**src/rtl/serial_adder.sv**
```systemverilog
// Bit-serial adder: one full-adder cell plus a carry flop, LSB first.
// Start/done handshake; sum and cout update only on the completion edge.
module serial_adder #(
    parameter int WIDTH = 8
) (
    input  logic             clk,
    input  logic             rst,
    input  logic             start,
    input  logic [WIDTH-1:0] a,
    input  logic [WIDTH-1:0] b,
    output logic             busy,
    output logic             done,
    output logic [WIDTH-1:0] sum,
    output logic             cout
);

    localparam int CW = (WIDTH > 1) ? $clog2(WIDTH) : 1;
    localparam logic [CW-1:0] LAST = CW'(WIDTH - 1);

    typedef enum logic [1:0] {
        IDLE  = 2'd0,
        SHIFT = 2'd1,
        DONE  = 2'd2
    } state_t;

    state_t state;
    state_t state_nxt;

    logic [WIDTH-1:0] a_sr;
    logic [WIDTH-1:0] b_sr;
    logic [WIDTH-1:0] res;
    logic [CW-1:0]    cnt;
    logic             c;

    logic s_bit;
    logic c_nxt;
    logic accept;
    logic last_bit;

    assign s_bit    = a_sr[0] ^ b_sr[0] ^ c;
    assign c_nxt    = (a_sr[0] & b_sr[0]) | (a_sr[0] & c) | (b_sr[0] & c);
    assign accept   = (state == IDLE) && start;
    assign last_bit = (state == SHIFT) && (cnt == LAST);

    assign busy = (state == SHIFT);
    assign done = (state == DONE);

    // State register
    always_ff @(posedge clk or posedge rst) begin
        if (rst) begin
            state <= IDLE;
        end else begin
            state <= state_nxt;
        end
    end

    // Next-state logic
    always_comb begin
        state_nxt = state;
        unique case (state)
            IDLE:    if (start) state_nxt = SHIFT;
            SHIFT:   if (cnt == LAST) state_nxt = DONE;
            DONE:    state_nxt = IDLE;
            default: state_nxt = IDLE;
        endcase
    end

    // Operand capture, one bit of addition per cycle, counter
    always_ff @(posedge clk or posedge rst) begin
        if (rst) begin
            a_sr <= '0;
            b_sr <= '0;
            res  <= '0;
            cnt  <= '0;
            c    <= 1'b0;
        end else if (accept) begin
            a_sr <= a;
            b_sr <= b;
            cnt  <= '0;
            c    <= 1'b0;
        end else if (state == SHIFT) begin
            a_sr <= {1'b0, a_sr[WIDTH-1:1]};
            b_sr <= {1'b0, b_sr[WIDTH-1:1]};
            res  <= {s_bit, res[WIDTH-1:1]};
            c    <= c_nxt;
            if (cnt != LAST) begin
                cnt <= cnt + 1'b1;
            end
        end
    end

    // Publish the result only when the last bit has been added
    always_ff @(posedge clk or posedge rst) begin
        if (rst) begin
            sum  <= '0;
            cout <= 1'b0;
        end else if (last_bit) begin
            sum  <= {s_bit, res[WIDTH-1:1]};
            cout <= c_nxt;
        end
    end

endmodule

```
**config.mk**
```make
export PLATFORM = sky130hd
export DESIGN_NAME = serial_adder
export DESIGN_NICKNAME = d
export VERILOG_FILES = /design/src/rtl/serial_adder.sv
export SDC_FILE = /design/constraint.sdc
export NUM_CORES = 1
export LEC_CHECK = 0
export CAP_MARGIN = 20
export CORE_MARGIN = 8
export CORE_UTILIZATION = 35
export CTS_CLUSTER_SIZE = 14
export DETAILED_ROUTE_END_ITERATION = 8
export PLACE_DENSITY_LB_ADDON = 0.1
export SYNTH_ARGS = -nofsm -noshare
export SYNTH_HDL_FRONTEND = slang
export SYNTH_SLANG_ARGS = --single-unit
```
**constraint.sdc**
```tcl
create_clock -name clk -period 2.4 [get_ports clk]
set_clock_uncertainty 0.1 [all_clocks]
set_input_delay 0.48 -clock clk [delete_from_list [all_inputs] [get_ports clk]]
set_output_delay 0.48 -clock clk [all_outputs]
set_load 0.02 [all_outputs]
```
==> results of run 1 <==
[worst register-to-register path, cell delays in order, from the launching register on]
cell and delay, ns:
dfrtp_1 0.39, ha_1 0.16, ha_1 0.29, nand3b_1 0.28, buf_12 0.23, mux2_4 0.29
[worst paths after layout]
path	cells after the start	end	slack, ns
max	2	done	0.29
min	1	sum[1]	0.41
max reg2reg	5	sum[2]	0.55
min reg2reg	1	sum[1]	0.41
max in group asynchronous	3	cnt[1]	1.35
min in group asynchronous	3	b_sr[1]	0.52
[final cells by class]
cell class	instances	share of cell area, %
multi-input combinational	76	34.0
clock buffer	5	2.85
sequential	38	39.4
inverter	16	2.49
clock inverter	3	1.66
timing repair buffer	38	15.9
tap	72	3.73
[registers in the layout (all words and copies together) (netlist names)]
signal,cells
a_sr,8
res,7
c,1
cnt,3
cout,1
state,2
sum,8
b_sr,8
[layout by cell type (no fill, tap or decap)]
master,count
inv_1,16
nor4bb_1,2
a211oi_1,4
nor2b_4,1
a22o_1,3
o21bai_4,1
nor2_1,7
and3_1,3
clkbuf_8,5
nor4b_2,7
mux2_4,14
nand3b_1,1
a221oi_1,3
mux2_2,2
a21oi_1,1
clkinv_2,2
clkdlybuf4s50_1,29
bufinv_16,1
nor2b_1,1
a211o_1,3
nor3b_1,5
fa_1,1
a221oi_2,7
nor4b_1,8
ha_1,2
buf_4,7
buf_12,2
dfrtp_1,38
[kinds of logic after synthesis]
| family | count (synthesis) | synth area share, % |
|---|---|---|
| adders and majority gates | 3 | 2.32 |
| muxes | 16 | 12.0 |
| buffers and inverters | 28 | 8.70 |
| DFF | 38 | 49.0 |
| AOI/OAI and AO/OA | 22 | 12.3 |
| and+or+nand+nor | 35 | 15.7 |
[stage by stage]
stage	std cells	utilization [%]	setup slack [ns]	hold slack (ns)	area (µm²)
finish	248	44.4	0.294	0.411	2410
global placement	240	42.4	0.554	0.395	2300
CTS	248	44.4	0.245	0.416	2410
global route	248	44.4	0.193	0.428	2410
floorplan	142	-	0.775	0.374	1940
detailed placement	240	42.4	0.558	0.396	2300
[cell usage after synthesis]
master,n,area [µm²]
ha_1,2,25.0
mux2_4,14,210
nor2b_4,1,13.8
clkbuf_2,1,5.00
nor4bb_1,2,20.0
inv_1,16,60.1
nor2_1,7,26.3
a221oi_2,7,105
a22o_1,3,26.3
a211oi_1,4,30.0
buf_6,5,56.3
buf_8,1,15.0
mux2_2,2,22.5
nor2b_1,1,6.26
a211o_1,3,26.3
o21bai_4,1,18.8
a221oi_1,3,26.3
nand3b_1,1,7.51
buf_4,3,22.5
dfrtp_1,38,951
nor4b_2,7,105
nor4b_1,8,70.1
and3_1,3,18.8
a21oi_1,1,5.00
fa_1,1,20.0
buf_2,2,10.0
nor3b_1,5,37.5
[power breakdown]
part	total [mW]	internal [mW]	switching, mW	leakage, nW
clock	0.534	0.306	0.228	0.0579
sequential	1.15	0.954	0.194	0.454
combinational	1.46	0.816	0.644	0.575
total	3.14	2.08	1.07	1.09
[routing by layer]
layer | up-vias | track usage [%] | routed length [µm] | part of all wire (%)
met5 | - | 0 | 0 | 0
met4 | 0 | 3.33 | 50 | 1.2
met3 | 6 | 3.49 | 155 | 3.9
met2 | 20 | 16.0 | 1850 | 46
met1 | 598 | 13.6 | 1960 | 49
li1 | 580 | - | - | -
==> key figures, run 1 <==
Die
  • Core ar.: 0.00544 mm²
  • Io pins: 30
  • Chip height: 90.5 µm
  • Starting Density: 35.7%
  • Die X: 90.5 µm
  • Die area: 0.00818 mm²
  • Row count: 27

Worst setup path
  • Worst Setup SP: state[1]
  • CP Cell Sequence: nor2b_1, clkdlybuf4s50_1
  • Critical path buffers and inverters: 1
  • Critical Path End Type: primary output
  • Cell family with the largest share of critical-path delay: buffers and inverters
  • Setup crit start kind: register
  • Worst path required time: 1.82 ns
  • Max incr delay on CP: 0.63 ns
  • Kind of critical path: reg -> out
  • R2r startpoint: cnt[0]
  • Worst path slowest cell: clkdlybuf4s50_1
  • Crit Path Max Fanout: 4
  • Worst Path Arrival: 1.53 ns

Global routing
  • Initial antenna violation count: 0
  • Pin count of the biggest net entering global routing: 39
  • GRT Total Usage: 10.5%
  • Total congestion overflow: 0
  • Vias in the first global route: 1293
  • First-pass GRT wire length: 6.91 mm

Clock tree
  • Post-cts repair resize count: 0
  • Num CTS Buffers: 5
  • Clock root buffer: clkbuf_8
  • Worst skew pair latency: 0.29 ns
  • Clock Pin Slew Worst Setup and Hold Paths: 0.08 ns
  • Number of clock sinks: 38
  • CTS tree: yes
  • H-Tree Depth: 2
  • Post-CTS Setup Bufs: 0
  • CTS Hold Bufs: 0
  • Maximum clock insertion buffer count: 2

Timing
  • RSZ-0062 raised after global routing: no
  • Final Setup Violations: 0
  • Max Clk Rate: 475 MHz
  • Fin crit period: 2.11 ns
  • Hold Vio Cnt, Final: 0
  • Worst-Margin Slew: 0.491 ns
  • Rel. slew slack: 67.2%
  • TNS Setup: 0 ns
  • Slew Limit Fails: 0
  • Final Cycle Share: 87.8%

Final layout
  • Layout net count: 197
  • FF+latch area: 951 µm²
  • # diodes: 0
  • Layout cells sized above 1: 27.8%
  • Layout overhead on the synthesized area: 24.4%
  • Fillers: 498
  • Multi-input gate area: 821 µm²

Job
  • Max-cap violations: 0

Logic synthesis
  • Distinct cells, synth: 27
  • Synth warn: 0
  • Syn_nets: 164
  • Yosys reg bits: 38
  • Synth Area per Inst: 13.7 µm²
  • Synthesized area: 0.00194 mm²
  • Synth Instances: 142
  • Seq/Total Area, Yosys: 49.0%

Pwr
  • Final Power: 3.14 mW
  • P per Cell Area: 1300 mW/mm²
  • Maximum VDD drop: 0.000465 V
  • Leakage: 1.09 nW

Placed design
  • Hpwl dp: 2.79 mm
  • IO Port Bufs: 29
  • GP Congestion: 0.675

Drt
  • Vias/cell: 4.85
  • DRC: 0
  • DRT Wirelength: 4.02 mm
  • Routed Antenna Nets: 0
  • First-pass DRT Iterations: 4
  • Avg WL per Cell: 16.2 µm
  • Via count: 1204
  • Initial DRC count: 69

Run status
  • Status: completed

Min path
  • Hold_sp: sum[1]
  • Hold WC Path Type: reg -> reg
(Power assumes the default switching activity.)
==> inputs of run 2 (changes only) <==
- CAP_MARGIN: 20 -> 5
==> results of run 2 <==
Final layout, timing and power as in run 1 (identical DEF).
